## src/rtl/rename_reg_file_if.sv

```systemverilog
// Bundle between dispatch, the instruction buffer, retirement and the rename register file.
// master drives reads, allocations, retires and flush; slave returns the registered read results.
interface rename_reg_file_if #(
  parameter int DATA_W    = 16,
  parameter int NUM_REGS  = 16,
  parameter int TAG_W     = 4,
  parameter int NUM_RD    = 8,
  parameter int NUM_WR    = 3,
  parameter int NUM_ALLOC = 2
);
  localparam int AW = $clog2(NUM_REGS);
  localparam int RW = DATA_W + 1 + TAG_W;

  logic [NUM_RD-1:0]          rd_en;
  logic [NUM_RD*AW-1:0]       rd_addr;
  logic [NUM_RD*RW-1:0]       rd_data;
  logic [NUM_RD-1:0]          rd_valid;
  logic [NUM_ALLOC-1:0]       alloc_en;
  logic [NUM_ALLOC*AW-1:0]    alloc_addr;
  logic [NUM_ALLOC*TAG_W-1:0] alloc_tag;
  logic [NUM_WR-1:0]          ret_en;
  logic [NUM_WR*AW-1:0]       ret_addr;
  logic [NUM_WR*TAG_W-1:0]    ret_tag;
  logic [NUM_WR*DATA_W-1:0]   ret_data;
  logic                       flush;

  modport master (
    output rd_en, rd_addr, alloc_en, alloc_addr, alloc_tag,
    output ret_en, ret_addr, ret_tag, ret_data, flush,
    input  rd_data, rd_valid
  );

  modport slave (
    input  rd_en, rd_addr, alloc_en, alloc_addr, alloc_tag,
    input  ret_en, ret_addr, ret_tag, ret_data, flush,
    output rd_data, rd_valid
  );
endinterface

```

## src/rtl/rename_reg_file.sv

```systemverilog
// Architectural register file with per-register busy bit and owner tag.
// Ports: clk, rst (sync, active high), bus (slave: reads, allocs, retires, flush).
module rename_reg_file #(
  parameter int DATA_W    = 16,
  parameter int NUM_REGS  = 16,
  parameter int TAG_W     = 4,
  parameter int NUM_RD    = 8,
  parameter int NUM_WR    = 3,
  parameter int NUM_ALLOC = 2
) (
  input logic clk,
  input logic rst,
  rename_reg_file_if.slave bus
);
  localparam int AW = $clog2(NUM_REGS);
  localparam int RW = DATA_W + 1 + TAG_W;

  logic [DATA_W-1:0]   val_q [NUM_REGS];
  logic [DATA_W-1:0]   val_d [NUM_REGS];
  logic [TAG_W-1:0]    own_q [NUM_REGS];
  logic [TAG_W-1:0]    own_d [NUM_REGS];
  logic [TAG_W-1:0]    rd_own [NUM_REGS];
  logic [NUM_REGS-1:0] busy_q;
  logic [NUM_REGS-1:0] busy_d;
  logic [NUM_REGS-1:0] rd_busy;
  logic [NUM_REGS-1:0] rel;

  // Retire: later lanes overwrite earlier ones; release compares
  // against the owner held before this edge.
  always_comb begin
    val_d = val_q;
    rel   = '0;
    for (int w = 0; w < NUM_WR; w++) begin
      if (bus.ret_en[w]) begin
        val_d[bus.ret_addr[w*AW +: AW]] =
          bus.ret_data[w*DATA_W +: DATA_W];
        if (bus.ret_tag[w*TAG_W +: TAG_W] ==
            own_q[bus.ret_addr[w*AW +: AW]])
          rel[bus.ret_addr[w*AW +: AW]] = 1'b1;
      end
    end
  end

  // rd_busy/rd_own is the state reads see: release and flush applied,
  // allocations not yet.
  always_comb begin
    rd_busy = busy_q & ~rel;
    rd_own  = own_q;
    if (bus.flush) begin
      rd_busy = '0;
      for (int r = 0; r < NUM_REGS; r++)
        rd_own[r] = '0;
    end
    busy_d = rd_busy;
    own_d  = rd_own;
    if (!bus.flush) begin
      for (int a = 0; a < NUM_ALLOC; a++) begin
        if (bus.alloc_en[a]) begin
          busy_d[bus.alloc_addr[a*AW +: AW]] = 1'b1;
          own_d[bus.alloc_addr[a*AW +: AW]] =
            bus.alloc_tag[a*TAG_W +: TAG_W];
        end
      end
    end
  end

  always_ff @(posedge clk) begin
    if (rst) begin
      for (int r = 0; r < NUM_REGS; r++) begin
        val_q[r] <= '0;
        own_q[r] <= '0;
      end
      busy_q       <= '0;
      bus.rd_data  <= '0;
      bus.rd_valid <= '0;
    end else begin
      val_q        <= val_d;
      own_q        <= own_d;
      busy_q       <= busy_d;
      bus.rd_valid <= bus.rd_en;
      for (int i = 0; i < NUM_RD; i++) begin
        if (bus.rd_en[i])
          bus.rd_data[i*RW +: RW] <= {
            val_d[bus.rd_addr[i*AW +: AW]],
            rd_busy[bus.rd_addr[i*AW +: AW]],
            rd_own[bus.rd_addr[i*AW +: AW]]
          };
      end
    end
  end
endmodule

```

## src/flat_wrapper.sv

```systemverilog
// flat-port wrapper written by rule: the top's interface ports become plain ports
module rename_reg_file_flat 
#(
  parameter int DATA_W    = 16,
  parameter int NUM_REGS  = 16,
  parameter int TAG_W     = 4,
  parameter int NUM_RD    = 8,
  parameter int NUM_WR    = 3,
  parameter int NUM_ALLOC = 2
)
  (clk, rst, bus_rd_en, bus_rd_addr, bus_alloc_en, bus_alloc_addr, bus_alloc_tag, bus_ret_en, bus_ret_addr, bus_ret_tag, bus_ret_data, bus_flush, bus_rd_data, bus_rd_valid);
  rename_reg_file_if #(.DATA_W(DATA_W), .NUM_REGS(NUM_REGS), .TAG_W(TAG_W), .NUM_RD(NUM_RD), .NUM_WR(NUM_WR), .NUM_ALLOC(NUM_ALLOC)) bus_i ();
  input logic clk;
  input logic rst;
  input wire logic [$bits(bus_i.rd_en)-1:0] bus_rd_en;
  input wire logic [$bits(bus_i.rd_addr)-1:0] bus_rd_addr;
  input wire logic [$bits(bus_i.alloc_en)-1:0] bus_alloc_en;
  input wire logic [$bits(bus_i.alloc_addr)-1:0] bus_alloc_addr;
  input wire logic [$bits(bus_i.alloc_tag)-1:0] bus_alloc_tag;
  input wire logic [$bits(bus_i.ret_en)-1:0] bus_ret_en;
  input wire logic [$bits(bus_i.ret_addr)-1:0] bus_ret_addr;
  input wire logic [$bits(bus_i.ret_tag)-1:0] bus_ret_tag;
  input wire logic [$bits(bus_i.ret_data)-1:0] bus_ret_data;
  input wire logic [$bits(bus_i.flush)-1:0] bus_flush;
  output wire logic [$bits(bus_i.rd_data)-1:0] bus_rd_data;
  output wire logic [$bits(bus_i.rd_valid)-1:0] bus_rd_valid;
  assign bus_i.rd_en = bus_rd_en;
  assign bus_i.rd_addr = bus_rd_addr;
  assign bus_i.alloc_en = bus_alloc_en;
  assign bus_i.alloc_addr = bus_alloc_addr;
  assign bus_i.alloc_tag = bus_alloc_tag;
  assign bus_i.ret_en = bus_ret_en;
  assign bus_i.ret_addr = bus_ret_addr;
  assign bus_i.ret_tag = bus_ret_tag;
  assign bus_i.ret_data = bus_ret_data;
  assign bus_i.flush = bus_flush;
  assign bus_rd_data = bus_i.rd_data;
  assign bus_rd_valid = bus_i.rd_valid;
  rename_reg_file #(.DATA_W(DATA_W), .NUM_REGS(NUM_REGS), .TAG_W(TAG_W), .NUM_RD(NUM_RD), .NUM_WR(NUM_WR), .NUM_ALLOC(NUM_ALLOC)) u_core (.clk(clk), .rst(rst), .bus(bus_i));
endmodule
```

## config.mk

```make
export PLATFORM = sky130hd
export DESIGN_NAME = rename_reg_file_flat
export DESIGN_NICKNAME = d
export VERILOG_FILES = /design/src/rtl/rename_reg_file_if.sv /design/src/rtl/rename_reg_file.sv /design/src/flat_wrapper.sv
export SDC_FILE = /design/constraint.sdc
export NUM_CORES = 2
export LEC_CHECK = 0
export ABC_CLOCK_PERIOD_IN_PS = 4130
export CAP_MARGIN = 10
export CORE_UTILIZATION = 50
export DETAILED_ROUTE_END_ITERATION = 16
export MAX_ROUTING_LAYER = met4
export PLACE_DENSITY = 0.72
export SLEW_MARGIN = 25
export SYNTH_ARGS = -nofsm -noshare
export SYNTH_HDL_FRONTEND = slang
export SYNTH_SLANG_ARGS = --single-unit
```

## constraint.sdc

```tcl
create_clock -name clk -period 4.13 [get_ports clk]
set_clock_uncertainty 0.1 [all_clocks]
set_input_delay 1.0325 -clock clk [delete_from_list [all_inputs] [get_ports clk]]
set_output_delay 1.0325 -clock clk [all_outputs]
set_load 0.03 [all_outputs]
```

Yosys cells after proc, flatten, opt, wreduce, memory -nomap -nowiden
Index checks and enable logic that the tools add are counted.
{ "op_classes": {"n_eq_ne": 3, "reduce_logical": 10, "magnitude_cmp": 36, "mux": 117, "n_bitwise": 19} }
{ "ops": {"columns": ["op", "n"], "rows": [
  ["$bwmux 256", 3],
  ["$mux 256", 3],
  ["$bmux 16 s4", 8],
  ["$mux 16", 30],
  ["$mux 64", 5],
  ["$demux 16 s4", 3],
  ["$bmux 4 s4", 11],
  ["$bwmux 64", 2],
  ["$mux 4", 24],
  ["$ge 5x5->1 const B", 13],
  ["$lt 4x5->1 const B", 13],
  ["$not 4->5", 13],
  ["$or 16x16->16", 4],
  ["$bmux 1 s4", 8],
  ["$demux 4 s4", 2],
  ["$lt 5x1->1 const B", 5],
  ["$demux 1 s4", 5],
  ["$ge 4x1->1 const B", 5],
  ["$and 16x16->16", 1],
  ["$not 16->16", 1],
  ["$mux 1", 13],
  ["$eq 4x4->1", 3],
  ["$logic_and 1x1->1", 10]
]} }
{ "word_totals": {"ff_bits": 512, "out_inout_bits": 176, "inputBits": 136, "word_cells": 227} }

Longest topological paths before layout
{ "logic_depth": {"ltp_word": 22, "depth_mapped": 14, "depth_no_buf": 10} }

Least setup slack after synthesis
OpenSTA, ideal clock, no wires.
{ "synth_timing": {"path_type": "input-to-reg", "startpoint": "in bus_ret_addr[1]", "endpoint": "reg u_core.bus.rd_data[100]", "t_arrival_ns": 3.924, "cell_stages": 11, "required_time_ns": 3.944, "setup_ns": 0.086, "path_buffers": 3, "slack_ns": 0.021, "path_cell_list": "buf_2 -> buf_4 -> nor3b_2 -> nand3_1 -> buf_2 -> mux2i_1 -> a211oi_1 -> a21oi_1 -> mux4_2 -> mux4_2 -> a211oi_1"} }
{ "synth_between": {"elab_chain_cells": 14, "elab_cells_between_ends": 15, "classes_between": "2 x order compare; 11 x mux; 1 x bitwise; 1 x reduce/logical"} }
{ "synth_lines": {"columns": ["element", "line", "source"], "rows": [
  ["start, declared", "flat_wrapper.sv:21", "input wire logic [$bits(bus_i.ret_addr)-1:0] bus_ret_addr;"],
  ["$not 4->5 (implied by the code) *", "rename_reg_file.sv:35", "val_d[bus.ret_addr[w*AW +: AW]] ="],
  ["$ge 5x5->1 (implied by the code) or $lt 5x1->1 (tied branches)", "rename_reg_file.sv:35", null],
  ["$logic_and 1x1->1 (implied by the code)", "rename_reg_file.sv:35", null],
  ["$mux 16 (implied by the code)", "rename_reg_file.sv:35", null],
  ["$demux 16 s4 *", "rename_reg_file.sv:35", null],
  ["$bwmux 256 *", "rename_reg_file.sv:35", null],
  ["$mux 256 *", "rename_reg_file.sv:34", "if (bus.ret_en[w]) begin"],
  ["$bwmux 256", "rename_reg_file.sv:35", null],
  ["$mux 256 *", "rename_reg_file.sv:34", null],
  ["$bwmux 256", "rename_reg_file.sv:35", null],
  ["$mux 256 *", "rename_reg_file.sv:34", null],
  ["$bmux 16 s4 *", "rename_reg_file.sv:84", "val_d[bus.rd_addr[i*AW +: AW]],"],
  ["$mux 16 (implied by the code) * (2 in series)", "rename_reg_file.sv:84", null],
  ["end signal, assigned by index", "rename_reg_file.sv:83", "bus.rd_data[i*RW +: RW] <= {"],
  ["end, declared", "rename_reg_file_if.sv:36", "output rd_data, rd_valid"]
]} }
Every way passes the cells marked *; elsewhere a longest branch is shown, timed or not. The select of a mux whose other input is x is not followed.
A chain may end at the register's enable or synchronous reset.

Worst setup path after layout
{ "layout_timing": {"startpoint": "in bus_ret_addr[0]", "endpoint": "reg u_core.bus.rd_data[9]"} }
Same word-level chain as after synthesis.

==> results.sh <==
export IMPL_antenna_found_initial=11
export IMPL_wl_per_cell_um=37.2
export IMPL_slew_viol_final=0
export IMPL_dp_hpwl_um=152000
export IMPL_synth_seq_cells=512
export IMPL_ioPinCount=312
export IMPL_gp_congestion=1.07
export IMPL_cts_tree="built"
export IMPL_ant_nets=0
export IMPL_area_growth_pct=23.3
export IMPL_vias_per_cell=7.81
export IMPL_max_freq_mhz=243
export IMPL_yosysMostFrequentCell="mux4_2"
export IMPL_fin_crit_ps=4110
export IMPL_outcome="finished, final reports clean"
export IMPL_vdd_ir_drop_worst_mv=0.321
export IMPL_stdcell_count=5823
export IMPL_start_util_pct=50.5
export IMPL_nets=4711
export IMPL_relSlewSlack_pct=16.7
export IMPL_worstPathArrival_ps=4520
export IMPL_critPathKind="in -> reg"
export IMPL_seqCellArea_um2=10200
export IMPL_portBuffers=311
export IMPL_fin_crit_sh_pct=99.5
export IMPL_cts_buffers=60
export IMPL_total_power_uw=16000
export IMPL_worstReg2RegStart="u_core.own_q[50]"
export IMPL_r2r_end="u_core.bus.rd_data[4]"
export IMPL_num_vias=45500
export IMPL_setup_violations=0
export IMPL_synth_edf_count=0
export IMPL_cts_htree_levels=2
export IMPL_clock_latency_ps=690
export IMPL_multiInputGateArea_um2=34300
export IMPL_nFillCells=6984
export IMPL_syn_area_per_cell_um2=10.9
export IMPL_drive_above_1_share_pct=35.5
export IMPL_ff2ff_path_depth=11
export IMPL_synth_top_area_share_pct=41.3
export IMPL_maxCapViolations=0
export IMPL_cts_sinks=512
export IMPL_grt_pass1_wl_um=308000
export IMPL_critPathLaunchType="primary input"
export IMPL_clockRootBuffer="clkbuf_16"
export IMPL_tightest_slew_ps=1250
export IMPL_clk_pin_slew_ps=60
export IMPL_cts_path_max_buffers=3
export IMPL_grt_overflow=0
export IMPL_routed_wl_um=217000
export IMPL_critPathRequiredTime_ps=4540
export IMPL_grt_start_max_net_pins=171
export IMPL_p_leak_uw=0.0190
export IMPL_ys_top_cells_by_area="mux4_2 (41%), dfxtp_1 (22%), mux2i_1 (8.6%)"
export IMPL_hold_class="reg -> reg"
export IMPL_synth_distinct_cells=69
export IMPL_synth_area_um2=46300
export IMPL_dieArea_um2=93800
export IMPL_placed_cells=5683
export IMPL_syn_inst=4255
export IMPL_fp_dieH_um=306
export IMPL_critPathCaptureType="flip-flop"
export IMPL_seq_area_frac_synth_pct=22.1
export IMPL_endpoint="u_core.bus.rd_data[9]"
export IMPL_crit_fanout=14
export IMPL_netlist_top_cells_count="mux4_2 (849), nor2_1 (782), dfxtp_1 (512), a211oi_1 (456), clkbuf_1 (428)"
export IMPL_first_pass_iters=9
export IMPL_postCtsHoldBufs=0
export IMPL_coreArea_um2=91700
export IMPL_p_per_area_nw_per_um2=280
export IMPL_hold_viol_final=0
export IMPL_yosys_warnings=0
export IMPL_track_usage_pct=46.7
export IMPL_synthFlopType="dfxtp_1"
export IMPL_crit_start="bus_ret_addr[0]"
export IMPL_ff2ff_setup_slack_ps=510
export IMPL_grt_pass1_vias=42500
export IMPL_drc=0
export IMPL_netlist_top_cell_by_area="mux4_2"
export IMPL_fp_row_count=111
export IMPL_syn_nets=4391
export IMPL_hold_ws_ps=383
export IMPL_async_flop_share_pct=0
export IMPL_drtIter0Drc=8279
export IMPL_rsz0062_at_grt="yes"
export IMPL_die_w_um=306
[cell usage in the layout (no fill, tap or decap), types with 14 or more instances in the layout]
cell             count
dfxtp_1            512
nand2_1             60
nand2b_1            18
mux2i_1            400
a211oi_1           442
nor2_1             770
nor2b_2             14
nor2_4              15
a21oi_1            197
buf_12             165
a21oi_2             68
nand3_1             29
inv_1               20
nor2b_1             68
buf_2               19
a211oi_2            14
clkbuf_16           63
clkdlybuf4s50_1    279
mux4_2             849
diode_2             14
buf_4              325
[worst min path at each step]
stage / start / end / slack [ps] / cells after the start
after floorplan: u_core.busy_q[6] / u_core.busy_q[6] / 490 / 2
after global placement: u_core.bus.rd_data[103] / u_core.bus.rd_data[103] / 380 / 2
after detailed placement: u_core.bus.rd_data[50] / u_core.bus.rd_data[50] / 380 / 2
after CTS: u_core.bus.rd_data[50] / u_core.bus.rd_data[50] / 380 / 2
after global routing: u_core.bus.rd_data[50] / u_core.bus.rd_data[50] / 400 / 2
final: u_core.bus.rd_data[57] / u_core.bus.rd_data[57] / 380 / 2
[worst max-delay path: stages]
cell and delay, ps:
clkdlybuf4s50_1 470, buf_6 140, buf_8 170, nand2_2 70, buf_4 170, nor2_4 100, buf_12 210, buf_12 150
mux2i_1 170, a211oi_1 90, a21oi_1 930, mux4_2 440, mux4_2 250, a211oi_1 80
[kinds of logic after synthesis]
logic type,count (synthesis),synth area share (%)
mux,1258,50.2
compound gates,820,12.0
xor+xnor,11,0.208
simple gates,1086,10.4
buf+inv,568,5.03
flops,512,22.1
[where the power goes]
part | internal [uW] | switching [uW]
Combinational | 2060 | 2730
Clock | 3430 | 2480
Sequential | 5150 | 112
[repair_timing]
item | CTS | global route
setup buffers | 1 | 12
pin swaps | 1 | 11
gates resized for setup | 7 | 96
gates cloned | 0 | 2
endpoints found under the setup margin | 8 | 135
[registers in the layout (all words and copies together), names as in the netlist]
signal,flops
u_core.bus.rd_valid,8
u_core.busy_q,16
u_core.bus.rd_data,168
u_core.val_q,256
u_core.own_q,64
[cell type report]
| type | instances | share of cell area, % |
|---|---|---|
| clock inverter | 32 | 0.719 |
| clock buffer | 78 | 3.01 |
| tap | 1186 | 2.60 |
| antenna | 14 | 0.0613 |
| sequential | 512 | 17.9 |
| timing repair buffer | 801 | 15.4 |
| multi-input combinational | 3175 | 60.0 |
| inverter | 25 | 0.186 |
[through the flow]
stage / setup slack, ps / TNS [ps] / instance area (um^2) / util [%]
after floorplan: 20.5 / 0 / 46300 / -
after global placement: -787 / -75740 / 54300 / 59.2
after detailed placement: -778 / -82700 / 54300 / 59.2
after CTS: 15.9 / 0 / 56500 / 61.6
after global routing: -47.2 / -238 / 57100 / 62.3
final: 20.1 / 0 / 57100 / 62.3
[routing by layer]
layer	part of all wire, %	up-vias	global-route usage, %
met2	39	4719	60.5
met5	0	-	-
met4	6.6	0	22.6
met1	34	22100	58.2
li1	-	17600	-
met3	20	1089	25.4
(Power assumes the default switching activity.)
